===== src/rtl/rooth_bus_arbiter_pkg.sv =====
// Shared constants, state encoding and helpers for the rooth system-bus arbiter.
package rooth_bus_arbiter_pkg;

  localparam logic [1:0] ARB_M_CORE = 2'd0;
  localparam logic [1:0] ARB_M_JTAG = 2'd1;
  localparam logic [1:0] ARB_M_UART = 2'd2;
  localparam logic [1:0] ARB_M_NONE = 2'd3;

  localparam int ARB_TIMEOUT_DEFAULT = 255;

  typedef enum logic [1:0] {
    ARB_IDLE = 2'd0,
    ARB_BUSY = 2'd1,
    ARB_RESP = 2'd2
  } arb_state_e;

  function automatic logic [2:0] id_onehot(input logic [1:0] id);
    case (id)
      ARB_M_CORE: return 3'b001;
      ARB_M_JTAG: return 3'b010;
      ARB_M_UART: return 3'b100;
      default:    return 3'b000;
    endcase
  endfunction

endpackage


===== src/rtl/rooth_bus_arbiter_if.sv =====
// Bundle of master-side request/response and slave-side bus signals around the arbiter.
interface rooth_bus_arbiter_if #(
  parameter int ADDR_W = 32,
  parameter int DATA_W = 32
);

  logic [2:0]          m_req;
  logic [2:0]          m_we;
  logic [3*ADDR_W-1:0] m_addr;
  logic [3*DATA_W-1:0] m_wdata;
  logic [2:0]          m_ack;
  logic [2:0]          m_err;
  logic [DATA_W-1:0]   m_rdata;
  logic                s_valid;
  logic                s_we;
  logic [ADDR_W-1:0]   s_addr;
  logic [DATA_W-1:0]   s_wdata;
  logic                s_ready;
  logic [DATA_W-1:0]   s_rdata;
  logic                hold_flag;
  logic [1:0]          grant_id;

  // The arbiter drives the bus as master; the SoC side (masters plus decoder) is the slave view.
  modport master (
    input  m_req, m_we, m_addr, m_wdata, s_ready, s_rdata,
    output m_ack, m_err, m_rdata, s_valid, s_we, s_addr, s_wdata, hold_flag, grant_id
  );

  modport slave (
    output m_req, m_we, m_addr, m_wdata, s_ready, s_rdata,
    input  m_ack, m_err, m_rdata, s_valid, s_we, s_addr, s_wdata, hold_flag, grant_id
  );

endinterface


===== src/rtl/rooth_arb_pick.sv =====
// Combinational winner selection: m1 > m2 > m0, unless the core is owed a turn.
module rooth_arb_pick
  import rooth_bus_arbiter_pkg::*;
(
  input  logic [2:0] req,
  input  logic       core_turn,
  output logic [1:0] id
);

  always_comb begin
    id = ARB_M_NONE;
    if (core_turn && req[0]) begin
      id = ARB_M_CORE;
    end else if (req[1]) begin
      id = ARB_M_JTAG;
    end else if (req[2]) begin
      id = ARB_M_UART;
    end else if (req[0]) begin
      id = ARB_M_CORE;
    end
  end

endmodule


===== src/rtl/rooth_bus_arbiter.sv =====
// Three-master system-bus arbiter: registers the winning request, waits for the slave
// with a timeout, returns a one-cycle ack, and stalls the core while a debug master owns the bus.
module rooth_bus_arbiter
  import rooth_bus_arbiter_pkg::*;
#(
  parameter int ADDR_W  = 32,
  parameter int DATA_W  = 32,
  parameter int TIMEOUT = ARB_TIMEOUT_DEFAULT
) (
  input  logic                clk,
  input  logic                rst_n,
  rooth_bus_arbiter_if.master bus
);

  localparam logic [7:0] TIMEOUT_LAST = 8'(TIMEOUT - 1);

  arb_state_e        state;
  arb_state_e        next_state;
  logic [1:0]        pick_id;
  logic [1:0]        grant_q;
  logic              core_turn;
  logic [7:0]        wait_cnt;
  logic              err_flag;
  logic              s_valid_q;
  logic              s_we_q;
  logic [ADDR_W-1:0] s_addr_q;
  logic [DATA_W-1:0] s_wdata_q;
  logic [DATA_W-1:0] m_rdata_q;
  logic              sel_we;
  logic [ADDR_W-1:0] sel_addr;
  logic [DATA_W-1:0] sel_wdata;
  logic              start;
  logic              done_ok;
  logic              done_to;

  rooth_arb_pick u_pick (
    .req       (bus.m_req),
    .core_turn (core_turn),
    .id        (pick_id)
  );

  assign start   = (state == ARB_IDLE) && (bus.m_req != 3'b000);
  assign done_ok = (state == ARB_BUSY) && bus.s_ready;
  assign done_to = (state == ARB_BUSY) && !bus.s_ready && (wait_cnt == TIMEOUT_LAST);

  always_comb begin
    sel_we    = bus.m_we[0];
    sel_addr  = bus.m_addr[0 +: ADDR_W];
    sel_wdata = bus.m_wdata[0 +: DATA_W];
    case (pick_id)
      ARB_M_JTAG: begin
        sel_we    = bus.m_we[1];
        sel_addr  = bus.m_addr[ADDR_W +: ADDR_W];
        sel_wdata = bus.m_wdata[DATA_W +: DATA_W];
      end
      ARB_M_UART: begin
        sel_we    = bus.m_we[2];
        sel_addr  = bus.m_addr[2*ADDR_W +: ADDR_W];
        sel_wdata = bus.m_wdata[2*DATA_W +: DATA_W];
      end
      default: ;
    endcase
  end

  always_ff @(posedge clk or negedge rst_n) begin
    if (!rst_n) begin
      state <= ARB_IDLE;
    end else begin
      state <= next_state;
    end
  end

  always_comb begin
    next_state = state;
    case (state)
      ARB_IDLE: if (start) next_state = ARB_BUSY;
      ARB_BUSY: if (done_ok || done_to) next_state = ARB_RESP;
      ARB_RESP: next_state = ARB_IDLE;
      default:  next_state = ARB_IDLE;
    endcase
  end

  // Request latch, slave wait counter, response capture and the core fairness token.
  always_ff @(posedge clk or negedge rst_n) begin
    if (!rst_n) begin
      grant_q   <= ARB_M_NONE;
      core_turn <= 1'b0;
      wait_cnt  <= 8'd0;
      err_flag  <= 1'b0;
      s_valid_q <= 1'b0;
      s_we_q    <= 1'b0;
      s_addr_q  <= '0;
      s_wdata_q <= '0;
      m_rdata_q <= '0;
    end else begin
      case (state)
        ARB_IDLE: begin
          if (start) begin
            grant_q   <= pick_id;
            s_valid_q <= 1'b1;
            s_we_q    <= sel_we;
            s_addr_q  <= sel_addr;
            s_wdata_q <= sel_wdata;
            if (pick_id == ARB_M_CORE) core_turn <= 1'b0;
          end
        end
        ARB_BUSY: begin
          if (bus.s_ready) begin
            m_rdata_q <= bus.s_rdata;
            s_valid_q <= 1'b0;
          end else begin
            wait_cnt <= wait_cnt + 8'd1;
            if (done_to) begin
              s_valid_q <= 1'b0;
              err_flag  <= 1'b1;
              m_rdata_q <= '0;
            end
          end
        end
        ARB_RESP: begin
          wait_cnt <= 8'd0;
          err_flag <= 1'b0;
          grant_q  <= ARB_M_NONE;
          if (grant_q != ARB_M_CORE && bus.m_req[0]) core_turn <= 1'b1;
        end
        default: ;
      endcase
    end
  end

  always_comb begin
    bus.m_ack = 3'b000;
    bus.m_err = 3'b000;
    if (state == ARB_RESP) begin
      bus.m_ack = id_onehot(grant_q);
      if (err_flag) bus.m_err = id_onehot(grant_q);
    end
    bus.hold_flag = (state != ARB_IDLE) ? (grant_q != ARB_M_CORE)
                                        : (bus.m_req[1] | bus.m_req[2]);
  end

  assign bus.s_valid  = s_valid_q;
  assign bus.s_we     = s_we_q;
  assign bus.s_addr   = s_addr_q;
  assign bus.s_wdata  = s_wdata_q;
  assign bus.m_rdata  = m_rdata_q;
  assign bus.grant_id = grant_q;

endmodule


===== src/flat_wrapper.sv =====
// flat-port wrapper written by rule: the top's interface ports become plain ports
module rooth_bus_arbiter_flat import rooth_bus_arbiter_pkg::*;
#(
  parameter int ADDR_W  = 32,
  parameter int DATA_W  = 32,
  parameter int TIMEOUT = ARB_TIMEOUT_DEFAULT
)
  (clk, rst_n, bus_m_req, bus_m_we, bus_m_addr, bus_m_wdata, bus_s_ready, bus_s_rdata, bus_m_ack, bus_m_err, bus_m_rdata, bus_s_valid, bus_s_we, bus_s_addr, bus_s_wdata, bus_hold_flag, bus_grant_id);
  rooth_bus_arbiter_if #(.ADDR_W(ADDR_W), .DATA_W(DATA_W)) bus_i ();
  input  logic clk;
  input  logic rst_n;
  input wire logic [$bits(bus_i.m_req)-1:0] bus_m_req;
  input wire logic [$bits(bus_i.m_we)-1:0] bus_m_we;
  input wire logic [$bits(bus_i.m_addr)-1:0] bus_m_addr;
  input wire logic [$bits(bus_i.m_wdata)-1:0] bus_m_wdata;
  input wire logic [$bits(bus_i.s_ready)-1:0] bus_s_ready;
  input wire logic [$bits(bus_i.s_rdata)-1:0] bus_s_rdata;
  output wire logic [$bits(bus_i.m_ack)-1:0] bus_m_ack;
  output wire logic [$bits(bus_i.m_err)-1:0] bus_m_err;
  output wire logic [$bits(bus_i.m_rdata)-1:0] bus_m_rdata;
  output wire logic [$bits(bus_i.s_valid)-1:0] bus_s_valid;
  output wire logic [$bits(bus_i.s_we)-1:0] bus_s_we;
  output wire logic [$bits(bus_i.s_addr)-1:0] bus_s_addr;
  output wire logic [$bits(bus_i.s_wdata)-1:0] bus_s_wdata;
  output wire logic [$bits(bus_i.hold_flag)-1:0] bus_hold_flag;
  output wire logic [$bits(bus_i.grant_id)-1:0] bus_grant_id;
  assign bus_i.m_req = bus_m_req;
  assign bus_i.m_we = bus_m_we;
  assign bus_i.m_addr = bus_m_addr;
  assign bus_i.m_wdata = bus_m_wdata;
  assign bus_i.s_ready = bus_s_ready;
  assign bus_i.s_rdata = bus_s_rdata;
  assign bus_m_ack = bus_i.m_ack;
  assign bus_m_err = bus_i.m_err;
  assign bus_m_rdata = bus_i.m_rdata;
  assign bus_s_valid = bus_i.s_valid;
  assign bus_s_we = bus_i.s_we;
  assign bus_s_addr = bus_i.s_addr;
  assign bus_s_wdata = bus_i.s_wdata;
  assign bus_hold_flag = bus_i.hold_flag;
  assign bus_grant_id = bus_i.grant_id;
  rooth_bus_arbiter #(.ADDR_W(ADDR_W), .DATA_W(DATA_W), .TIMEOUT(TIMEOUT)) u_core (.clk(clk), .rst_n(rst_n), .bus(bus_i));
endmodule

===== config.mk =====
export PLATFORM = sky130hd
export DESIGN_NAME = rooth_bus_arbiter_flat
export DESIGN_NICKNAME = d
export VERILOG_FILES = /design/src/rtl/rooth_bus_arbiter_pkg.sv /design/src/rtl/rooth_bus_arbiter_if.sv /design/src/rtl/rooth_arb_pick.sv /design/src/rtl/rooth_bus_arbiter.sv /design/src/flat_wrapper.sv
export SDC_FILE = /design/constraint.sdc
export NUM_CORES = 1
export LEC_CHECK = 0
export CAP_MARGIN = 20
export CORE_AREA = 2 2 132 134
export CTS_CLUSTER_DIAMETER = 50
export DETAILED_ROUTE_END_ITERATION = 16
export DIE_AREA = 0 0 134 136
export GPL_TIMING_DRIVEN = 0
export PLACE_DENSITY = 0.74
export SLEW_MARGIN = 20
export SYNTH_ARGS = -nofsm -noshare
export SYNTH_HDL_FRONTEND = slang
export SYNTH_SLANG_ARGS = --single-unit

===== constraint.sdc =====
create_clock -name clk -period 3.2 [get_ports clk]
set_input_delay 0.64 -clock clk [delete_from_list [all_inputs] [get_ports clk]]
set_output_delay 0.64 -clock clk [all_outputs]
set_load 0.1 [all_outputs]

* Word level (Yosys, flattened, before mapping)
Index checks and enable logic that the tools add are counted.
** Operators by class
- Reduce and logical (&&, ||, !) cells :: 26
- Bitwise logic cells :: 1
- Mux-type cells :: 32
- Add/sub/neg operators :: 1
- Equal/unequal tests :: 14
** Operators by type and width (number)
- one-hot mux 32 bit (2 select lines) :: 2
- 2-to-1 mux 32 bit :: 2
- one-hot mux 8 bit (2 select lines) :: 1
- 2-to-1 mux 2 bit :: 7
- nonzero test 2 bit :: 6
- AND reduction 2 bit :: 5
- 2-to-1 mux 1 bit :: 9
- 2-to-1 mux 3 bit :: 3
- one-hot mux 3 bit (3 select lines) :: 1
- adder 8 x 1 -> 8 bit, second input constant :: 1
- equality test 8 bit, second input constant :: 1
- 2-to-1 mux 8 bit :: 1
- one-hot mux 1 bit (2 select lines) :: 4
- one-hot mux 2 bit (2 select lines) :: 2
- equality test 2 x 1 -> 1 bit, second input constant :: 3
- equality test 2 bit, second input constant :: 3
- logical AND 1 bit :: 6
- zero test 2 bit :: 3
- != test 2 x 1 -> 1 bit, second input constant :: 3
- != test 2 bit, second input constant :: 3
- AND reduction 3 bit :: 2
- AND reduction 4 bit :: 1
- != test 3 x 2 -> 1 bit, second input constant :: 1
- nonzero test 3 bit :: 1
- 3 further kinds :: 3
** Word-level totals
- Logic and storage cells :: 84
- Bits of input ports :: 233
- Register bits after elaboration :: 112

* Longest topological paths before layout
Gate-level depths: netlist of the first run.
- Word-level depth :: 8
- Gate-level depth with buffers :: 9
- Mapped depth without buffers :: 7

* Modules after synthesis
From an unflattened synthesis of the first run, not the netlist that was laid out.
** Second synthesis, totals
- Cells, all modules :: 590
- Area total of the unflattened synthesis :: 5710.5 um^2
** Modules (own cells, without submodules)
- rooth_bus_arbiter :: cells an instance 585, times used 1, area an instance 5677.9 um^2
- rooth_arb_pick :: cells an instance 5, times used 1, area an instance 32.5 um^2

* Least setup slack after synthesis of the first run
Ideal clock, no wire load.
- Kind :: reg-to-output
- Start :: reg u_core.state[1]
- End :: out bus_m_err[0]
- Setup slack :: -440 ps
- Arrival time :: 3000 ps
- Cell stages (with the launch flop) :: 5
- Path buffers :: 1
- Cells stage by stage :: dfrtp_1 clkbuf_1 nor2b_1 nand2_1 nor3_1
** On the way
- Longest elaborated chain between the ends :: 2
** RTL lines
- start: declaration :: RTL line rooth_bus_arbiter.sv:17 : arb_state_e state;
- start signal: assignment :: RTL line rooth_bus_arbiter.sv:69 : state <= next_state;
- equality test 2 bit :: RTL line rooth_bus_arbiter.sv:134 : if (state == ARB_RESP) begin
- 2-to-1 mux 3 bit :: RTL line rooth_bus_arbiter.sv:134
- end: declaration :: RTL line flat_wrapper.sv:19 : output wire logic [$bits(bus_i.m_err)-1:0] bus_m_err;
Every way passes these cells.

* Worst setup path after layout of the first run
- Start :: in bus_m_req[2]
- End :: reg u_core.s_wdata_q[19] (netlist: u_core.bus.s_wdata[19])
** On the way
- Longest elaborated chain between the ends :: 5
** RTL lines
- start: declaration :: RTL line flat_wrapper.sv:12 : input wire logic [$bits(bus_i.m_req)-1:0] bus_m_req;
- 2-to-1 mux 2 bit :: RTL line rooth_arb_pick.sv:16 : end else if (req[2]) begin
- 2-to-1 mux 2 bit :: RTL line rooth_arb_pick.sv:14 : end else if (req[1]) begin
- 2-to-1 mux 2 bit :: RTL line rooth_arb_pick.sv:12 : if (core_turn && req[0]) begin
- equality test 2 bit or equality test 2 x 1 -> 1 bit (tied branches) :: RTL line rooth_bus_arbiter.sv:50 : case (pick_id)
- one-hot mux 32 bit (2 select lines) :: RTL line rooth_bus_arbiter.sv:50
- end signal: assignment :: RTL line rooth_bus_arbiter.sv:103 : s_wdata_q <= sel_wdata;
- end: declaration :: RTL line rooth_bus_arbiter.sv:27 : logic [DATA_W-1:0] s_wdata_q;
Parallel ways exist; a longest one is shown, timed or not.
A chain may end at the register's enable or synchronous reset.

==> results of run 1 <==
-- state kept, by name, summed over array words and instances, names as in the netlist --
| register | cells |
|---|---|
| u_core.bus.m_rdata | 32 |
| u_core.bus.s_addr | 32 |
| u_core.bus.s_wdata | 32 |
| u_core.wait_cnt | 8 |
| u_core.bus.grant_id | 2 |
| u_core.state | 2 |
| u_core.bus.s_valid | 1 |
| u_core.bus.s_we | 1 |
| u_core.core_turn | 1 |
| u_core.err_flag | 1 |
-- area by class of cell --
class / instances / area, sq um
Inverter: 5 / 18.8
Fill cell: 1520 / 7170
Buffer: 49 / 201
Clock inverter: 2 / 37.5
Timing Repair Buffer: 340 / 3410
Tap cell: 225 / 282
Clock buffer: 13 / 270
Sequential cell: 112 / 2810
Multi-Input combinational cell: 429 / 2680
-- worst paths after layout --
kind                                                      from                                  to  slack (ns)
worst max-delay path                              bus_m_req[2]  u_core.bus.s_wdata[19]$_DFFE_PN0P_        0.15
worst min-delay path                                     rst_n  u_core.bus.m_rdata[24]$_DFFE_PN0P_        0.26
worst max register to register    u_core.core_turn$_DFFE_PN0P_  u_core.bus.s_wdata[19]$_DFFE_PN0P_        0.50
worst min register to register  u_core.wait_cnt[7]$_DFFE_PN0P_      u_core.wait_cnt[7]$_DFFE_PN0P_        0.48
max in group asynchronous                                rst_n  u_core.bus.grant_id[1]$_DFFE_PN1P_        2.24
min in group clk                u_core.wait_cnt[7]$_DFFE_PN0P_      u_core.wait_cnt[7]$_DFFE_PN0P_        0.48
-- placed cells by master, fill, tap and decap left out, types with 2 or more instances in the layout --
cell type,netlist,final
clkdlybuf4s50_1,0,331
nand2_1,137,137
dfrtp_1,110,110
o21ai_0,100,100
a22oi_1,65,65
mux2_2,65,65
clkbuf_1,34,34
buf_2,9,9
clkbuf_16,0,9
nand2b_1,8,8
nor2_1,8,8
clkbuf_2,2,8
inv_1,5,5
nand3_1,5,5
mux2i_1,5,5
ha_1,5,5
a21oi_1,4,4
nor3_1,5,3
clkbuf_8,0,3
clkdlybuf4s15_2,0,3
a21o_1,2,2
nor3_2,0,2
nor2b_1,2,2
buf_1,4,2
nand4_1,2,2
o31ai_1,2,2
dfstp_2,2,2
-- Yosys cell counts --
master | number | area share
a21o_1 | 2 | 0.0026
mux2_2 | 65 | 0.13
nor3_4 | 1 | 0.0029
nand4_1 | 2 | 0.0022
or4_1 | 1 | 0.0013
buf_2 | 9 | 0.0079
nand3b_1 | 1 | 0.0013
o21ai_0 | 100 | 0.088
inv_1 | 5 | 0.0033
xnor2_1 | 1 | 0.0015
nor2_1 | 8 | 0.0053
and4bb_2 | 1 | 0.0022
nor3b_1 | 1 | 0.0013
nand2_1 | 137 | 0.090
nand2b_1 | 8 | 0.0088
nand3_1 | 5 | 0.0044
clkbuf_2 | 2 | 0.0018
a22oi_1 | 65 | 0.086
o211ai_1 | 1 | 0.0013
a21oi_1 | 4 | 0.0035
and3b_1 | 1 | 0.0015
nor2b_1 | 2 | 0.0022
ha_1 | 5 | 0.011
o21ai_1 | 1 | 0.00088
o31ai_1 | 2 | 0.0026
or3b_1 | 1 | 0.0015
nor4_1 | 1 | 0.0011
nor3_1 | 5 | 0.0044
dfrtp_1 | 110 | 0.48
o2bb2ai_1 | 1 | 0.0015
mux2i_1 | 5 | 0.0088
a22o_1 | 1 | 0.0015
clkbuf_1 | 34 | 0.022
o21a_1 | 1 | 0.0013
buf_1 | 4 | 0.0026
dfstp_2 | 2 | 0.0092
-- timing repair --
item	CTS	global route
endpoints found under the setup margin	8	10
buffers inserted	0	0
gates cloned	0	0
gates resized for setup	14	8
-- cell families (layout without fill, tap and decap cells) --
logic type	Yosys count	in the layout	synth area share
DFF	112	112	0.493
AOI/OAI and AO/OA	178	178	0.189
buffers and inverters	54	409	0.0380
and+or+nand+nor	175	175	0.131
adders and majority gates	5	5	0.0110
muxes	70	70	0.137
xor gates and xnor gates	1	1	0.00154
-- power groups by stage --
stage	combinational [mW]	clock, mW	sequential, mW
3_5_place_dp	7.90	0	2.47
3_3_place_gp	7.85	0	2.45
2_1_floorplan	1.50	0	6.71
5_1_grt	8.16	1.26	2.54
4_1_cts	7.91	1.22	2.46
6_report	7.87	1.18	2.46
-- routing by layer --
layer  vias to the layer above  routed length [microns]  track usage
met5                         -                        0            0
met4                         0                      515       0.0804
met3                        32                     1430       0.0626
met2                       213                    10600        0.398
met1                      2773                     9170        0.293
li1                       2805                        -            -
==> summary.md, run 1 <==
| Metric | Value |
|---|---|
| Logic pwr share | 0.684 |
| Final setup viols | 0 |
| Die height | around 140 microns |
| Hpwl dp | 17000 microns |
| Final Wtd Congestion | between 0.9 and 1 |
| Cells after synthesis | between 500 and 600 |
| Critical path class | primary input to flip-flop |
| TritonCTS clock tree | built |
| Worst Reg-to-Reg Cells | 9 |
| Worst hold margin | ~0.26 ns |
| Inserted Diodes | 0 |
| CP delay by family, top | buffers and inverters |
| Mapped cell area | 5700 sq um |
| Layout cell share with drive strength beyond 1 | 0.113 |
| Final Power | about 12 mW |
| Drt first-iter violations | ~270 |
| Number of I/O port buffers | about 340 |
| Slew headroom | 0.300 |
| Pwr/cell area | roughly 1200 nW/um^2 |
| Total CTS buffers | 9 |
| Max-slew violation count | 0 |
| Via count | just under 6000 |
| Final Hold Viols | 0 |
| Initial antenna violation count | 1 |
| Post-Layout Cell Count | 1175 |
| Most used cell, CP | clkbuf_1 |
| WP buf/inv | 4 |
| Gr usage total | 0.236 |
| Crit-path max cell delay | ~0.60 ns |
| Row cnt | 48 |
| Internal power | roughly 4.8 mW |
| Max Freq | 328 MHz |
| Switching Share | 0.585 |
| Crit-path slowest cell | clkbuf_1 |
| Sequential fraction of the synthesis area | 0.493 |
| MaxCap Viol Count | 0 |
| Drt pass-1 iters | 4 |
| Root buf cell | clkbuf_16 |
| WL final | 21700 microns |
| Synthesis-stage register bit count | 112 |
| Boundary Pins | 340 |
| Slew @ Worst Pin | 1.05 ns |
| Reg clk slew, reported paths | approximately 0.07 ns |
| Hold Crit Class | primary input to async pin |
| Synth unique cells | 36 |
| VDD IR max | around 0.7 mV |
| Vias per cell | about 5 |
| Status | finished clean |
| Placed inst area | 9410 sq um |
| Util after Layout | 0.575 |
| Part of the power in registers | 0.214 |
| Leakage Power | ~4.0 nW |
| DRT antenna net count | 0 |
| Pre-CTS setup slack | -0.405 ns |
| P&R area growth vs syn | 70.5% |
| CP required | ~3.5 ns |
| Largest net degree at the start of global routing | just under 60 |
| Cell depth of the worst setup path | 10 |
| Grt total ovfl | 0 |
| Cells after DPL | 1160 |
| Routed len/inst | about 18 microns |
| CP Cell Sequence | clkdlybuf4s50_1 > nand2b_1 > a21o_1 > inv_1 > ha_1 > clkbuf_1 > clkbuf_1 > a22oi_1 > o21ai_0 > mux2_2 |
| Fin worst setup slack | 0.151 ns |
| Final min period | 3.05 ns |
| CP Launch Type | primary input |
| Die width | 134 microns |
| Worst Path Max Fanout | 10 |
| CTS Sinks | 112 |
| First-pass GRT wire length | around 33000 microns |
| CTS Hold Bufs | 0 |
| Crit end category | flip-flop |
| RSZ-0062 raised after global routing | no |
| Clk pwr share | 0.103 |
| Number of global-route vias before repair | 5961 |
| Worst skew pair latency | roughly 0.35 ns |
| Yosys Warn Count | 0 |
| Clock Skew | ~0.0087 ns |
| Avg Inst Size Synth | around 9.6 sq um |
| # H-tree levels | 3 |
| Worst-case clock buffer depth | 2 |
| Initial Util | 0.337 |
| Setup TNS | 0 ns |
| Final Cycle Share | 0.953 |
| Core area | 16900 sq um |
| Post-layout instance area | 9710 sq um |
| Detailed-route DRC error count | 0 |
| NumNets Final | 1184 |
| Psw | approximately 6.7 mW |
| CP arrival | roughly 3.4 ns |
| DIE AREA | approximately 18000 sq um |
| Syn Nets | about 830 |
No activity file was read; power rests on OpenSTA's default activity.
==> inputs of run 2 (changes only) <==
--- a/config.mk
+++ b/config.mk
@@ -10,7 +10,7 @@
 export CTS_CLUSTER_DIAMETER = 50
 export DETAILED_ROUTE_END_ITERATION = 16
 export DIE_AREA = 0 0 134 136
-export GPL_TIMING_DRIVEN = 0
+export GPL_TIMING_DRIVEN = 1
 export PLACE_DENSITY = 0.74
 export SLEW_MARGIN = 20
 export SYNTH_ARGS = -nofsm -noshare
==> run 2 against run 1 <==
Final area fell by 2.8%; clock skew is essentially flat; core utilization down 1.6 points; flip-flop and latch count stayed put; global-route usage decreased by 2.0 points; via count down 3.6%; total power fell by 2.0%; clock power about the same; non-clock buffer count decreased by 36; cell count is 3.0% lower; die area unchanged; critical endpoint is now bus_m_err[0]; largest power group unchanged.
==> summary.md, run 2 (synthesis gave the netlist of run 1 again) <==
| Metric | Value |
|---|---|
| Drt first-iter violations | 274 (was 269) |
| Initial antenna violation count | 0 (was 1) |
| TritonCTS clock tree | built (unchanged) |
| # H-tree levels | 3 (unchanged) |
| Multi-input gate area | 2700 sq um (was 2680 sq um) |
| Clock Skew | 0.00843 ns (was 0.00873 ns) |
| Core area | 16900 sq um (unchanged) |
| Pwr/cell area | 1190 nW/um^2 (about the same) |
| WL final | 20000 microns (was 21700 microns) |
| P&R area growth vs syn | 65.8% (was 70.5%) |
| Initial Util | 0.337 (unchanged) |
| Vias per cell | 4.92 (was 4.96) |
| CP arrival | 2.00 ns (was 3.35 ns) |
| Max-slew violation count | 0 (unchanged) |
| Crit-path slowest cell | dfrtp_1 (was clkbuf_1) |
| Hpwl dp | 14900 microns (was 17000 microns) |
| Grt total ovfl | 0 (unchanged) |
| R2R Setup Slk | 1.06 ns (was 0.50 ns) |
| Crit end category | primary output (was flip-flop) |
| Status | finished clean (unchanged) |
| Worst Reg-to-Reg Cells | 8 (was 9) |
| DRT antenna net count | 0 (unchanged) |
| Number of I/O port buffers | 339 (unchanged) |
| Boundary Pins | 340 (unchanged) |
| Die width | 134 microns (unchanged) |
| Max Freq | 379 MHz (was 328 MHz) |
| Reg clk slew, reported paths | 0.07 ns (about the same) |
| Final Wtd Congestion | 0.845 (was 0.918) |
| Layout cell share with drive strength beyond 1 | 0.232 (was 0.113) |
| Setup TNS | 0 ns (unchanged) |
| Final Cycle Share | 0.825 (was 0.953) |
| CP Cell Sequence | nor2b_1 > nand2_1 > nor3_2 > buf_4 (was clkdlybuf4s50_1 > nand2b_1 > a21o_1 > inv_1 > ha_1 > clkbuf_1 > clkbuf_1 > a22oi_1 > o21ai_0 > mux2_2) |
| Sequential cell area | 2810 sq um (unchanged) |
| Final setup viols | 0 (unchanged) |
| Final Hold Viols | 0 (unchanged) |
| Leakage Power | 4.12 nW (was 3.99 nW) |
| FF-to-FF End | u_core.bus.s_wdata[6]$_DFFE_PN0P_ (was u_core.bus.s_wdata[19]$_DFFE_PN0P_) |
| MaxCap Viol Count | 0 (unchanged) |
| Worst-case clock buffer depth | 2 (unchanged) |
| CTS Hold Bufs | 0 (unchanged) |
| Commonest non-fill, non-tap cell in the layout | clkdlybuf4s50_1 (unchanged) |
| Worst skew pair latency | 0.35 ns (about the same) |
| Placed inst area | 9140 sq um (was 9410 sq um) |
| Total CTS buffers | 9 (unchanged) |
| Critical R2R Launch | u_core.core_turn$_DFFE_PN0P_ (unchanged) |
| CP delay by family, top | simple AND/OR/NAND/NOR gates (was buffers and inverters) |
| CP required | 2.56 ns (was 3.50 ns) |
| DIE AREA | 18200 sq um (unchanged) |
| Row cnt | 48 (unchanged) |
| Util after Layout | 0.559 (was 0.575) |
| WP buf/inv | 1 (was 4) |
| Commonest non-fill, non-tap cells in the layout | clkdlybuf4s50_1, nand2_1, buf_4 (was clkdlybuf4s50_1, nand2_1, dfrtp_1) |
| RSZ-0062 raised after global routing | no (unchanged) |
| CTS Sinks | 112 (unchanged) |
| Largest net degree at the start of global routing | 91 (was 59) |
| VDD IR max | 0.865 mV (was 0.719 mV) |
| First-pass GRT wire length | 30600 microns (was 32800 microns) |
| Cell depth of the worst setup path | 4 (was 10) |
| Number of global-route vias before repair | 5621 (was 5961) |
| Final min period | 2.64 ns (was 3.05 ns) |
| Routed len/inst | 17.5 microns (was 18.5 microns) |
| Root buf cell | clkbuf_16 (unchanged) |
| Post-layout instance area | 9440 sq um (was 9710 sq um) |
| CP Launch Type | flip-flop (was primary input) |
| Critical path class | flip-flop to primary output (was primary input to flip-flop) |
| Crit-path max cell delay | 0.55 ns (was 0.60 ns) |
| NumNets Final | 1148 (was 1184) |
| Fill cells | 1507 (was 1520) |
| Worst Path Max Fanout | 12 (was 10) |
| Gr usage total | 0.215 (was 0.236) |
| Detailed-route DRC error count | 0 (unchanged) |
| Die height | 136 microns (unchanged) |
| Drt pass-1 iters | 5 (was 4) |
| Resized Gates After CTS | 0 (was 14) |
| Via count | 5614 (was 5823) |
| Inserted Diodes | 0 (unchanged) |
| Postcts setup bufs | 0 (unchanged) |
| Slew @ Worst Pin | 0.534 ns (was 1.05 ns) |
| Hold Crit Class | primary input to async pin (unchanged) |
| Slew headroom | 0.641 (was 0.300) |
==> run 2: power by group <==
group | internal (mW) | switching (mW) | total [mW]
Combinational | 1.90 | 5.75 | 7.64
Clock | 0.618 | 0.532 | 1.15
Sequential | 2.06 | 0.425 | 2.49
Total | 4.58 | 6.70 | 11.3
==> run 2: how the worst max path moves through the flow <==
stage | start | to | slack [ns]
after global placement | bus_m_req[1] | u_core.bus.s_wdata[0]$_DFFE_PN0P_ | 0.35
after CTS | u_core.state[1]$_DFFE_PN0P_ | bus_m_err[0] | 0.58
after floorplan | u_core.bus.grant_id[1]$_DFFE_PN1P_ | bus_hold_flag | 0.05
final | u_core.state[1]$_DFFE_PN0P_ | bus_m_err[0] | 0.56
after detailed placement | bus_m_req[1] | u_core.bus.s_wdata[6]$_DFFE_PN0P_ | 0.27
after global routing | u_core.state[1]$_DFFE_PN0P_ | bus_m_err[0] | 0.42
==> run 2: metrics by stage <==
step	std cells	hold slack [ns]	total power [mW]	setup WS [ns]
global route	1140	0.191	11.7	0.423
global placement	1124	0.461	10.1	0.352
CTS	1140	0.179	11.4	0.582
floorplan	595	0.344	8.22	0.0478
finish	1140	0.185	11.3	0.558
detailed placement	1124	0.466	10.2	0.267
==> run 2: routing by layer <==
| layer | share of wire | vias to the layer above | GRT usage |
|---|---|---|---|
| met5 | 0 | - | 0 |
| met4 | 0.025 | 0 | 0.0709 |
| met3 | 0.063 | 33 | 0.0503 |
| met2 | 0.50 | 199 | 0.371 |
| met1 | 0.42 | 2653 | 0.267 |
| li1 | - | 2729 | - |
==> run 2: cell type report <==
cell class,count,area share
timing repair buffer,353,0.353
sequential,112,0.297
clock buffer,13,0.0297
inverter,5,0.00199
multi-input combinational,429,0.286
clock inverter,3,0.00239
tap,225,0.0298
